**src/rtl/fifo_pkg.sv**
```systemverilog
// fifo_pkg: shared sizing helpers, status decode and reset constants for the FIFO family
package fifo_pkg;

  typedef struct packed {
    logic full;
    logic empty;
    logic almost_full;
    logic almost_empty;
  } fifo_status_t;

  localparam logic RST_OVF = 1'b0;
  localparam logic RST_UDF = 1'b0;
  localparam fifo_status_t RST_STATUS = '{full: 1'b0, empty: 1'b1, almost_full: 1'b0, almost_empty: 1'b1};

  function automatic int clog2(input int n);
    int r = 0;
    for (int i = 0; i < 31; i++) if ((1 << i) < n) r = i + 1;
    return r;
  endfunction

  function automatic bit is_pow2(input int n);
    return n > 0 && (n & (n - 1)) == 0;
  endfunction

  function automatic fifo_status_t decode_status(input int cnt, input int depth, input int af, input int ae);
    fifo_status_t s;
    s.full = cnt == depth;
    s.empty = cnt == 0;
    s.almost_full = cnt >= af;
    s.almost_empty = cnt <= ae;
    return s;
  endfunction

endpackage

```
**src/rtl/fifo_ram_2p.sv**
```systemverilog
// fifo_ram_2p: DATA_W x DEPTH storage, one sync write port and one read port (registered or async)
module fifo_ram_2p
  import fifo_pkg::*;
#(
  parameter int DATA_W = 8,
  parameter int DEPTH = 16,
  parameter int ADDR_W = clog2(DEPTH),
  parameter bit REG_RD = 1'b1
) (
  input  logic              clk,
  input  logic              rst,
  input  logic              we,
  input  logic [ADDR_W-1:0] waddr,
  input  logic [DATA_W-1:0] wdata,
  input  logic              re,
  input  logic [ADDR_W-1:0] raddr,
  output logic [DATA_W-1:0] rdata
);

  logic [DATA_W-1:0] mem [DEPTH];

  always_ff @(posedge clk)
    if (we) mem[waddr] <= wdata;

  if (REG_RD) begin : g_reg
    always_ff @(posedge clk or negedge rst)
      if (!rst) rdata <= '0;
      else if (re) rdata <= mem[raddr];
  end else begin : g_async
    logic unused_ok;
    assign unused_ok = &{1'b0, rst, re};
    assign rdata = mem[raddr];
  end

endmodule

```
**src/rtl/fifo_syn_param.sv**
```systemverilog
// fifo_syn_param: single-clock parametrised FIFO with thresholds, occupancy, FWFT mode,
// sticky overflow/underflow flags and synchronous flush
module fifo_syn_param
  import fifo_pkg::*;
#(
  parameter int DATA_W = 8,
  parameter int DEPTH = 16,
  parameter int AF_THRESH = 12,
  parameter int AE_THRESH = 4,
  parameter int FWFT = 0,
  localparam int ADDR_W = clog2(DEPTH)
) (
  input  logic              clk,
  input  logic              rst,
  input  logic              wr,
  input  logic [DATA_W-1:0] Din,
  input  logic              rd,
  output logic [DATA_W-1:0] Dout,
  input  logic              clr,
  input  logic              clr_err,
  output logic              full,
  output logic              empty,
  output logic              almost_full,
  output logic              almost_empty,
  output logic [ADDR_W:0]   count,
  output logic              ovf,
  output logic              udf
);

  if (DEPTH < 4 || !is_pow2(DEPTH)) begin : g_bad_depth
    $fatal(1, "fifo_syn_param: DEPTH must be a power of two >= 4");
  end
  if (AF_THRESH < 1 || AF_THRESH > DEPTH) begin : g_bad_af
    $fatal(1, "fifo_syn_param: AF_THRESH out of range 1..DEPTH");
  end
  if (AE_THRESH < 0 || AE_THRESH > DEPTH - 1) begin : g_bad_ae
    $fatal(1, "fifo_syn_param: AE_THRESH out of range 0..DEPTH-1");
  end

  logic [ADDR_W:0] wr_ptr, rd_ptr;
  logic [DATA_W-1:0] rdata;
  logic wa, ra;
  fifo_status_t st;

  // Occupancy is the pointer distance; the extra MSB separates full from empty.
  assign count = wr_ptr - rd_ptr;
  assign st = decode_status(int'(count), DEPTH, AF_THRESH, AE_THRESH);
  assign full = st.full;
  assign empty = st.empty;
  assign almost_full = st.almost_full;
  assign almost_empty = st.almost_empty;
  assign wa = wr & ~full & ~clr;
  assign ra = rd & ~empty & ~clr;

  always_ff @(posedge clk or negedge rst)
    if (!rst) begin
      wr_ptr <= '0;
      rd_ptr <= '0;
      ovf <= RST_OVF;
      udf <= RST_UDF;
    end else begin
      wr_ptr <= clr ? '0 : wr_ptr + (ADDR_W+1)'(wa);
      rd_ptr <= clr ? '0 : rd_ptr + (ADDR_W+1)'(ra);
      ovf <= (ovf & ~clr_err) | (wr & full & ~clr);
      udf <= (udf & ~clr_err) | (rd & empty & ~clr);
    end

  fifo_ram_2p #(
    .DATA_W(DATA_W),
    .DEPTH(DEPTH),
    .ADDR_W(ADDR_W),
    .REG_RD(FWFT == 0)
  ) u_ram (
    .clk(clk),
    .rst(rst),
    .we(wa),
    .waddr(wr_ptr[ADDR_W-1:0]),
    .wdata(Din),
    .re(ra),
    .raddr(rd_ptr[ADDR_W-1:0]),
    .rdata(rdata)
  );

  // In FWFT mode the head is shown combinationally; blank it while there is no head.
  assign Dout = (FWFT != 0 && empty) ? '0 : rdata;

endmodule

```
**config.mk**
```make
export PLATFORM = sky130hd
export DESIGN_NAME = fifo_syn_param
export DESIGN_NICKNAME = d
export VERILOG_FILES = /design/src/rtl/fifo_pkg.sv /design/src/rtl/fifo_ram_2p.sv /design/src/rtl/fifo_syn_param.sv
export SDC_FILE = /design/constraint.sdc
export NUM_CORES = 1
export LEC_CHECK = 0
export ABC_CLOCK_PERIOD_IN_PS = 9300
export BUFFER_PORTS_ARGS = -buffer_cell sky130_fd_sc_hd__buf_2
export CORE_MARGIN = 2
export CORE_UTILIZATION = 35
export DETAILED_ROUTE_END_ITERATION = 7
export GPL_TIMING_DRIVEN = 0
export PLACE_DENSITY = 0.51
export SETUP_SLACK_MARGIN = 0.15
export SLEW_MARGIN = 15
export SYNTH_ARGS = -nofsm -noshare
export SYNTH_HDL_FRONTEND = slang
export SYNTH_SLANG_ARGS = --single-unit
```
**constraint.sdc**
```tcl
create_clock -name clk -period 9.3 [get_ports clk]
set_input_delay 0.465 -clock clk [delete_from_list [all_inputs] [get_ports clk]]
set_output_delay 0.465 -clock clk [all_outputs]
set_load 0.05 [all_outputs]
```
==> flow_summary_export.csv, run 1 <==
group,metric,value,unit
global_routing,grt.overflow.total,0,
clocking,clock_sinks,148,
floorplan,row_count,48,
run,drv_cap,0,
place,gp_congestion,0.781,
timing,tightest_slew,0.954,ns
clocking,cts_buffers,17,
global_routing,gr-usage-all-layers,0.153,
synthesis,postSynthAreaPerCell,18.9,µm²
synthesis,ys_warn_count,0,
synthesis,syn_nets,345,
clocking,clkLatencyLatePin,0.41,ns
floorplan,design.core.area,17200,µm²
routing,via_per_inst,4.91,
timing,holdWs,0.0354,ns
power,p_comb_frac,0.235,
global_routing,antenna_found_initial,0,
synthesis,yosysSeqAreaShare,0.713,
synthesis,synth.distinct_cells,37,
floorplan,start_util,0.355,
clocking,cts_setup_buffers,0,
global_routing,grt_pass1_vias,3257,
floorplan,die_area,18500,µm²
critical_path,cpMostUsedCell,"ha_1",
critical_path,worstPathCellList,"buf_2, buf_1, inv_1, ha_1, nor2_1, a21oi_1, xnor2_2, inv_2, o31ai_4, inv_2, ha_1, ha_1, nand3_1, xor2_1, nor2_1",
synthesis,synth_edf_count,128,
power,powerDensity,257,nW/µm²
power,clkPwrFrac,0.350,
run_status,status,"finished clean",
critical_path,critical_path.startpoint_type,"register",
place,hpwl,8600,µm
timing,tns,0,ns
clocking,clk_pin_slew_worst_paths,0.06,ns
clocking,htreeDepth,4,
global_routing,grt_pass1_wl,19800,µm
critical_path,crit_path_end_kind,"register",
critical_path,cpMaxStageDelayCell,"o31ai_4",
critical_path,cp.arrival,4.04,ns
global_routing,grt_max_degree,21,
critical_path,cp_max_fo,10,
synthesis,synth_top_area_frac,0.631,
routing,drt-pass1-iter-count,4,
floorplan,io-pin-count,33,
routing,drtIter0Drc,161,
power,p_sw,0.000540,W
timing,setup_viol,0,
timing,hold_viol,0,
floorplan,die_w,136,µm
floorplan,die_h,136,µm
timing,fmax,266,MHz
critical_path,worst-path-buf-inv,5,
layout,areaGrowthSynthToFinish,18.3,%
synthesis,synthFlopType,"edfxtp_1",
power,power.leakage,2.50,nW
timing,slew_headroom,0.362,
synthesis,synth_cells,322,
critical_path,cp_top_family,"buffers and inverters",
layout,fin_nets,404,
routing,ant_nets,0,
synthesis,yosysTopAreaCell,"edfxtp_1",
routing,drc,0,
synthesis,synth_area_leaders,"edfxtp_1, mux4_2, dfrtp_1",
timing,min_period_over_period,0.404,
power,power_switching_share,0.291,
power,p_int,0.00131,W
layout,antennaDiodeCount,0,
synthesis,ys_ff_latch,148,
critical_path,critPathMaxStageDelay,0.61,ns
clocking,cts-root-buf,"clkbuf_16",
clocking,clockBufferDepth,2,
routing,vias,3039,
timing,fin_skew,0.00492,ns
clocking,ctsHoldBuffers,0,
power,seq_power_share,0.415,
power,fin_total_pwr,0.00185,W
power,ir_drop,0.142,mV
synthesis,synth_commonest_cells,"edfxtp_1, mux4_2, nor2_1",
synthesis,async_reset_ff_frac,0.135,
clocking,cts_tree,"built",
critical_path,critical_path_class,"register to register",
clocking,ctsResizeCount,0,
critical_path,required,9.58,ns
place,io_buffers,32,
routing,finalWirelength,12800,µm
timing,period_minus_slack,3.76,ns
synthesis,synth.most_common_cell,"edfxtp_1",
critical_path,rrSetupSlack,5.54,ns
worst_hold_path,hold_class,"primary input to asynchronous set/reset pin",
synthesis,syn-cell-area,6090,µm²
layout,drive_above_1_share,0.330,
routing,post_drt_wl_per_cell,20.7,µm
timing,rsz0062_at_grt,"false",
timing,slew_violations,0,
worst paths after layout:
path                       depth (start not counted)                         end                        from
hold reg to reg                                    1  u_ram.rdata[3]$_DFFE_PN0N_  u_ram.rdata[3]$_DFFE_PN0N_
setup reg to reg                                  15         wr_ptr[4]$_DFF_PN0_         rd_ptr[2]$_DFF_PN0_
hold / removal                                     1         wr_ptr[4]$_DFF_PN0_                         rst
setup / recovery                                  15         wr_ptr[4]$_DFF_PN0_         rd_ptr[2]$_DFF_PN0_
min in group clk                                   2               udf$_DFF_PN0_                     clr_err
max in group asynchronous                          1  u_ram.rdata[0]$_DFFE_PN0N_                         rst
kinds of logic after synthesis:
kind of cell,synth area share
AO/OA/AOI/OAI,0.0390
AND/OR/NAND/NOR,0.0495
XOR/XNOR,0.0199
adder cells (fa/ha/maj),0.0197
flip-flops,0.713
buffers and inverters,0.0205
multiplexers,0.138
flip-flops by register name (all words and copies together), names as in the netlist:
signal	flops
u_ram.rdata	8
rd_ptr	5
wr_ptr	5
ovf	1
udf	1
u_ram.mem	128
cell usage in the layout, fill, tap and decap left out, types with 8 or more instances in the layout:
master / Yosys / layout
ha_1: 8 / 8
mux2_4: 8 / 8
mux4_2: 32 / 32
nor2_1: 25 / 25
buf_4: 1 / 8
edfxtp_1: 128 / 128
a22oi_1: 16 / 16
clkbuf_1: 6 / 12
buf_2: 1 / 34
inv_1: 12 / 12
clkbuf_16: 0 / 17
nand2_1: 11 / 11
dfrtp_1: 20 / 20
worst register-to-register path: cells and delay by family (launching register included):
family                     cells  cell delay [ns]
adders and majority gates      3             0.78
buffers and inverters          5             1.11
DFF                            1             0.32
xor gates and xnor gates       2             0.43
and+or+nand+nor                3             0.29
AOI/OAI and AO/OA              2             0.68
layer usage:
| metal | track usage | vias up | routed length (µm) | part of all wire |
|---|---|---|---|---|
| met5 | 0 | - | 0 | 0 |
| met3 | 0.0347 | 7 | 386 | 0.030 |
| met1 | 0.203 | 1581 | 5990 | 0.47 |
| met2 | 0.245 | 58 | 6370 | 0.50 |
| li1 | - | 1393 | - | - |
| met4 | 0.0602 | 0 | 93 | 0.0072 |
power by group through the flow:
stage               sequential (W)  clock (W)  combinational [W]
floorplan                 0.000851          0           0.000270
global placement          0.000780          0           0.000436
detailed placement        0.000781          0           0.000442
CTS                       0.000768   0.000663           0.000443
global route              0.000772   0.000693           0.000468
finish                    0.000768   0.000649           0.000436
stage by stage:
stage / utilization / area (µm²) / instances / setup slack, ns
floorplan: - / 6090 / 322 / 5.81
global placement: 0.380 / 6530 / 579 / 4.67
detailed placement: 0.386 / 6640 / 587 / 5.52
CTS: 0.420 / 7210 / 619 / 5.50
global route: 0.420 / 7210 / 619 / 5.28
finish: 0.420 / 7210 / 619 / 5.54
layout make-up:
type,count,area [µm²]
Fill cell,1557,9970
Sequential cell,148,4340
Multi-Input combinational cell,148,1670
Clock buffer,29,531
Tap cell,225,282
Timing Repair Buffer,40,218
Buffer,12,72.6
Inverter,14,52.6
Clock inverter,3,40.0
No activity file was read; power rests on OpenSTA's default activity.
==> run 2: changes to the inputs <==
Settings changed: ABC_AREA set to 1, ABC_CLOCK_PERIOD_IN_PS 9300 to 3400, PLACE_DENSITY 0.51 to 0.52.
Clock period 9.3 ns to 3.4 ns, I/O delays scaled along.
==> run 2 against run 1 <==
Core utilization decreased by 0.16 points; design area grew 5.2%; critical path depth is 2 higher; flip-flop and latch count unchanged; die area rose by 7.0%; count of clock-buffer cells in the layout is 11 lower; maximum frequency up 25%; routed wire length increased by 21%; sequential share of layout area fell by 3.0 points; largest cell class unchanged.
==> flow_summary_export.csv, run 2 <==
group,metric,value,unit
global_routing,grt_pass1_wl,24100,µm
synthesis,synth_commonest_cells,"nand2_1, edfxtp_1, nand3_1",
place,io_buffers,32,
synthesis,synth.most_common_cell,"nand2_1",
global_routing,grt_max_degree,21,
timing,fmax,332,MHz
layout,drive_above_1_share,0.158,
timing,tightest_slew,0.869,ns
layout,final_area,7590,µm²
timing,hold_viol,0,
power,p_int,0.00341,W
critical_path,r2r_start,"rd_ptr[3]$_DFF_PN0_",
timing,setup_viol,0,
layout,fin_nets,688,
critical_path,rr_endpoint,"wr_ptr[4]$_DFF_PN0_",
global_routing,use_met2,0.269,
place,gp_congestion,0.810,
floorplan,row_count,49,
timing,rsz0062_at_grt,"true",
power,seq_power_share,0.397,
layout,mostFrequentLayoutCells,"nand2_1, edfxtp_1, nand3_1, nor2_1, buf_2",
floorplan,design.core.area,18100,µm²
timing,slew_violations,0,
clocking,htreeDepth,4,
critical_path,critical_path.startpoint_type,"register",
layout,areaGrowthSynthToFinish,16.2,%
floorplan,die_h,141,µm
place,hpwl,10900,µm
clocking,clock_sinks,148,
routing,drtIter0Drc,304,
clocking,clockBufferDepth,2,
clocking,cts_setup_buffers,0,
floorplan,io-pin-count,33,
routing,vias,4350,
critical_path,cpMaxStageDelayCell,"ha_1",
timing,min_period_over_period,0.887,
clocking,clk_pin_slew_worst_paths,0.06,ns
power,power_switching_share,0.350,
synthesis,syn_nets,635,
synthesis,synthFlopType,"edfxtp_1",
critical_path,critical_path_class,"register to register",
global_routing,use_met3,0.0428,
timing,tns,0,ns
layout,final_common_cell,"nand2_1",
timing,fin_skew,0.0119,ns
synthesis,synth_top_area_frac,0.589,
critical_path,cp.arrival,3.33,ns
power,clkPwrFrac,0.348,
synthesis,syn-cell-area,6530,µm²
clocking,clkLatencyLatePin,0.44,ns
power,ir_drop,0.386,mV
synthesis,synth_adder_area_share,0.0184,
routing,ant_nets,0,
timing,slew_headroom,0.418,
critical_path,worstRegToRegCells,17,
timing,worst_slack,0.385,ns
critical_path,crit_path_end_kind,"register",
synthesis,synth_mux_area_frac,0,
floorplan,die_w,141,µm
routing,post_drt_wl_per_cell,17.1,µm
global_routing,use_met1,0.218,
synthesis,async_reset_ff_frac,0.135,
synthesis,synth.distinct_cells,28,
synthesis,postSynthAreaPerCell,10.7,µm²
critical_path,worstPathCellList,"clkinv_1, ha_1, nand2_1, nand2_1, nor2_1, nand2_2, nand2_4, nand3_4, nand3_4, buf_12, inv_2, ha_1, ha_1, inv_1, nor2_1, o21ai_0, a21oi_1",
worst_hold_path,hold_class,"primary input to register",
synthesis,synth_compound_gate_area_share,0.0337,
synthesis,yosysSeqAreaShare,0.665,
routing,finalWirelength,15500,µm
power,p_comb_frac,0.254,
floorplan,die_area,19800,µm²
routing,via_per_inst,4.80,
critical_path,cp-endpoint,"wr_ptr[4]$_DFF_PN0_",
synthesis,synth_cells,612,
timing,holdWs,0.0278,ns
global_routing,grt.busiest_layer,"met2",
power,p_sw,0.00184,W
routing,drc,0,
synthesis,ys_ff_latch,148,
run,drv_cap,0,
critical_path,worstSetupStartpoint,"rd_ptr[3]$_DFF_PN0_",
synthesis,synth_area_leaders,"edfxtp_1, nand2_1, dfrtp_1",
layout,top_register,"u_ram.mem",
global_routing,gr-usage-all-layers,0.168,
clocking,cts-root-buf,"clkbuf_16",
synthesis,synth_simple_gate_area_frac,0.227,
timing,period_minus_slack,3.01,ns
place,pre_cts_ws,0.110,ns
power,powerDensity,692,nW/µm²
critical_path,cp_top_family,"adder cells",
synthesis,yosysTopAreaCell,"edfxtp_1",
synthesis,synth_edf_count,128,
floorplan,start_util,0.360,
global_routing,antenna_found_initial,0,
global_routing,grt_pass1_vias,4235,
global_routing,grt.overflow.total,0,
layout,reg_top3,"u_ram.mem: 128 flops, u_ram.rdata: 8 flops",
critical_path,cpMostUsedCell,"ha_1",
layout,fillers,1749,
routing,drt-pass1-iter-count,5,
power,fin_total_pwr,0.00525,W
synthesis,synthXorXnorAreaFrac,0.00537,
critical_path,cp.depth,17,
layout,antennaDiodeCount,0,
clocking,cts_tree,"built",
critical_path,worst-path-buf-inv,4,
critical_path,cp_max_fo,10,
power,power.leakage,3.07,nW
clocking,cts_buffers,17,
run_status,status,"finished clean",
synthesis,synth_top_family_by_area,"simple AND/OR/NAND/NOR gates",
place,dpl_cell_area,6980,µm²
critical_path,critPathMaxStageDelay,0.50,ns
synthesis,ys_warn_count,0,
critical_path,rrSetupSlack,0.39,ns
critical_path,required,3.71,ns
layout,largest_reg_flops,128,
-- run 2: cell types whose count changed after synthesis, sizes merged, moves of 13 or more --
| cell | change |
|---|---|
| buf | +13 |
| o21ai | +20 |
| nand2 | +198 |
| nand3 | +55 |
| a22oi | -16 |
| nor2 | +41 |
| inv | +31 |
| mux4 | -32 |
-- run 2: layer usage --
metal / wire (µm) / vias up
met1: 7280 / 2086
met4: 376 / 0
met3: 633 / 24
met5: 0 / -
li1: - / 2148
met2: 7260 / 92
-- run 2: cell type report --
class | instances | area, µm² | share of cell area
well taps | 229 | 287 | 0.0378
clock buffers | 18 | 429 | 0.0566
multi-input cells | 395 | 1870 | 0.246
clock inverters | 14 | 144 | 0.0190
plain buffers | 21 | 150 | 0.0198
flip-flops and latches | 148 | 4340 | 0.573
inverters | 47 | 176 | 0.0233
repair buffers | 35 | 190 | 0.0251
-- run 2: how the worst min path moves through the flow --
stage	start	to	slack [ns]	cells past startpoint
global route	wr	ovf$_DFF_PN0_	0.02	3
global placement	rst	u_ram.rdata[2]$_DFFE_PN0N_	0.14	1
floorplan	rst	ovf$_DFF_PN0_	-0.13	0
detailed placement	rst	u_ram.rdata[0]$_DFFE_PN0N_	0.15	1
finish	wr	ovf$_DFF_PN0_	0.03	3
CTS	clr	rd_ptr[1]$_DFF_PN0_	-0.04	2
-- run 2: stage by stage --
step	cells	util
final	907	0.418
after global routing	907	0.418
after CTS	907	0.417
after detailed placement	873	0.384
after global placement	873	0.384
after floorplan	612	-
-- run 2: cells by family after synthesis --
logic type / after synthesis
simple gates: 343
fa+ha+maj: 9
flops: 148
buf+inv: 69
compound gates: 39
xor+xnor: 4
-- run 2: power by group through the flow --
stage	clock network [W]	registers [W]	logic, W
global route	0.00193	0.00210	0.00146
global placement	0	0.00213	0.00132
finish	0.00183	0.00209	0.00134
detailed placement	0	0.00213	0.00134
floorplan	0	0.00230	0.000788
CTS	0.00185	0.00209	0.00135
-- run 2: tightest hold or removal path: stages --
cell and delay (ns):
buf_2 0.12, nand2_1 0.06, o22ai_1 0.07
-- run 2: repair_timing --
item                                    4_1_cts  5_1_grt
hold endpoints to repair                     28        2
endpoints found under the setup margin       32      127
resized for setup                             2        2
hold buffers                                  2        1
==> run 3: changes to the inputs <==
Settings changed: ABC_CLOCK_PERIOD_IN_PS 3400 to 3700, PLACE_DENSITY 0.52 to 0.5.
Clock period 3.4 ns to 3.7 ns, I/O delays scaled along.
==> run 3 against run 2 <==
Total power is 10% lower; register-to-register slack better by 0.28 ns; combinational power is 9.7% lower; hold slack better by 0.014 ns; core utilization is 0.33 points lower; critical path type unchanged; critical endpoint is now u_ram.mem[10][5]$_DFFE_PP_; largest cell class unchanged.
==> flow_summary_export.csv, run 3 (synthesized netlist as in run 2, its figures left out) <==
group,metric,value,unit
timing,hold_viol,0,
routing,drc,0,
timing,worst_slack,0.669,ns
floorplan,die_w,141,µm
critical_path,worstSetupStartpoint,"rd_ptr[1]$_DFF_PN0_",
global_routing,grt_pass1_vias,4413,
run,drv_cap,0,
floorplan,io-pin-count,33,
power,power.leakage,3.05,nW
clocking,clkLatencyLatePin,0.42,ns
routing,drt-pass1-iter-count,5,
clocking,clk_pin_slew_worst_paths,0.06,ns
layout,final-seq-area,4340,µm²
layout,drive_above_1_share,0.139,
critical_path,cp.arrival,3.07,ns
routing,via_per_inst,4.96,
place,gp_congestion,0.827,
global_routing,gr-usage-all-layers,0.181,
place,dp_cells,873,
worst_hold_path,hold_class,"primary input to register",
timing,tns,0,ns
power,powerDensity,627,nW/µm²
critical_path,r2r_start,"rd_ptr[1]$_DFF_PN0_",
layout,largest_reg_flops,128,
timing,min_period_over_period,0.819,
layout,final_common_cell,"nand2_1",
timing,tightest_slew,0.911,ns
timing,rsz0062_at_grt,"false",
critical_path,critical_path_class,"register to register",
timing,slew_headroom,0.390,
place,io_buffers,32,
routing,vias,4486,
clocking,cts_buffers,17,
layout,fillers,1736,
floorplan,start_util,0.360,
routing,finalWirelength,17000,µm
critical_path,cp-endpoint,"u_ram.mem[10][5]$_DFFE_PP_",
routing,drtIter0Drc,342,
routing,ant_nets,0,
run_status,status,"finished clean",
layout,mostFrequentLayoutCells,"nand2_1, edfxtp_1, nand3_1, nor2_1, buf_2",
floorplan,die_area,19800,µm²
global_routing,antenna_found_initial,0,
place,pre_cts_ws,0.447,ns
timing,slew_violations,0,
critical_path,rrSetupSlack,0.67,ns
clocking,ctsResizeCount,0,
timing,fin_skew,0.00549,ns
critical_path,worstRegToRegCells,11,
power,ir_drop,0.346,mV
layout,multi_input_area,1860,µm²
layout,fin_nets,687,
clocking,htreeDepth,4,
timing,setup_viol,0,
global_routing,grt.overflow.total,0,
clocking,clockBufferDepth,2,
routing,post_drt_wl_per_cell,18.8,µm
critical_path,cp_max_fo,10,
place,hpwl,11800,µm
layout,final_cells,905,
global_routing,grt_pass1_wl,25900,µm
floorplan,design.core.area,18100,µm²
timing,fmax,330,MHz
global_routing,grt_max_degree,21,
layout,reg_top3,"u_ram.mem: 128 flops, u_ram.rdata: 8 flops",
critical_path,rr_endpoint,"u_ram.mem[10][5]$_DFFE_PP_",
clocking,cts-root-buf,"clkbuf_16",
critical_path,critical_path.startpoint_type,"register",
critical_path,crit_path_end_kind,"register",
clocking,cts_tree,"built",
clocking,clock_sinks,148,
critical_path,required,3.74,ns
timing,period_minus_slack,3.03,ns
layout,antennaDiodeCount,0,
floorplan,row_count,49,
floorplan,die_h,141,µm
layout,top_register,"u_ram.mem",
timing,holdWs,0.0420,ns
layout,areaGrowthSynthToFinish,15.3,%
[run 3: timing repair]
action	in CTS	in global routing
hold endpoints to repair	22	0
setup endpoints to repair	0	1
hold buffers	2	0
setup buffers	0	0
[run 3: per-stage QoR]
step,instance area (µm²),utilization,power (W)
finish,7530,0.415,0.00472
floorplan,6530,-,0.00284
global placement,6980,0.384,0.00315
detailed placement,6980,0.384,0.00317
CTS,7530,0.415,0.00476
global route,7530,0.415,0.00495
[run 3: critical path: stages (launching register included)]
cell	delay, ns
dfrtp_1	0.43
buf_4	0.22
inv_2	0.12
buf_2	0.27
ha_1	0.29
nand2_1	0.07
nand2_1	0.06
nand3_1	0.06
nand2_1	0.12
nand3_4	0.13
nand3_4	0.14
nor2_1	0.73
[run 3: area by class of cell]
class	instances	share of cell area
clock buffer	23	0.0595
timing repair buffer	34	0.0239
sequential	148	0.577
multi-input combinational	395	0.247
buffer	21	0.0196
tap	229	0.0381
inverter	47	0.0234
clock inverter	8	0.0113
[run 3: worst min path at each step]
| stage | end | from | cells after the start | slack (ns) |
|---|---|---|---|---|
| after floorplan | ovf$_DFF_PN0_ | rst | 0 | -0.11 |
| after global placement | udf$_DFF_PN0_ | rst | 1 | 0.15 |
| after detailed placement | ovf$_DFF_PN0_ | rst | 1 | 0.17 |
| after CTS | wr_ptr[1]$_DFF_PN0_ | clr | 2 | 0.04 |
| after global routing | wr_ptr[1]$_DFF_PN0_ | clr | 2 | 0.05 |
| final | wr_ptr[1]$_DFF_PN0_ | clr | 2 | 0.04 |
[run 3: per-layer routing]
layer	routed length (µm)	track usage	vias up
met1	7710	0.246	2177
met3	1080	0.0425	28
met2	7750	0.284	135
met4	491	0.0753	0
met5	0	0	-
li1	-	-	2146
[run 3: where the power goes]
| part | internal, W | leakage (nW) | switching (W) |
|---|---|---|---|
| sequential | 0.00188 | 1.42 | 0.0000362 |
| clock | 0.000975 | 0.259 | 0.000614 |
| combinational | 0.000308 | 1.37 | 0.000902 |
| total | 0.00317 | 3.05 | 0.00155 |
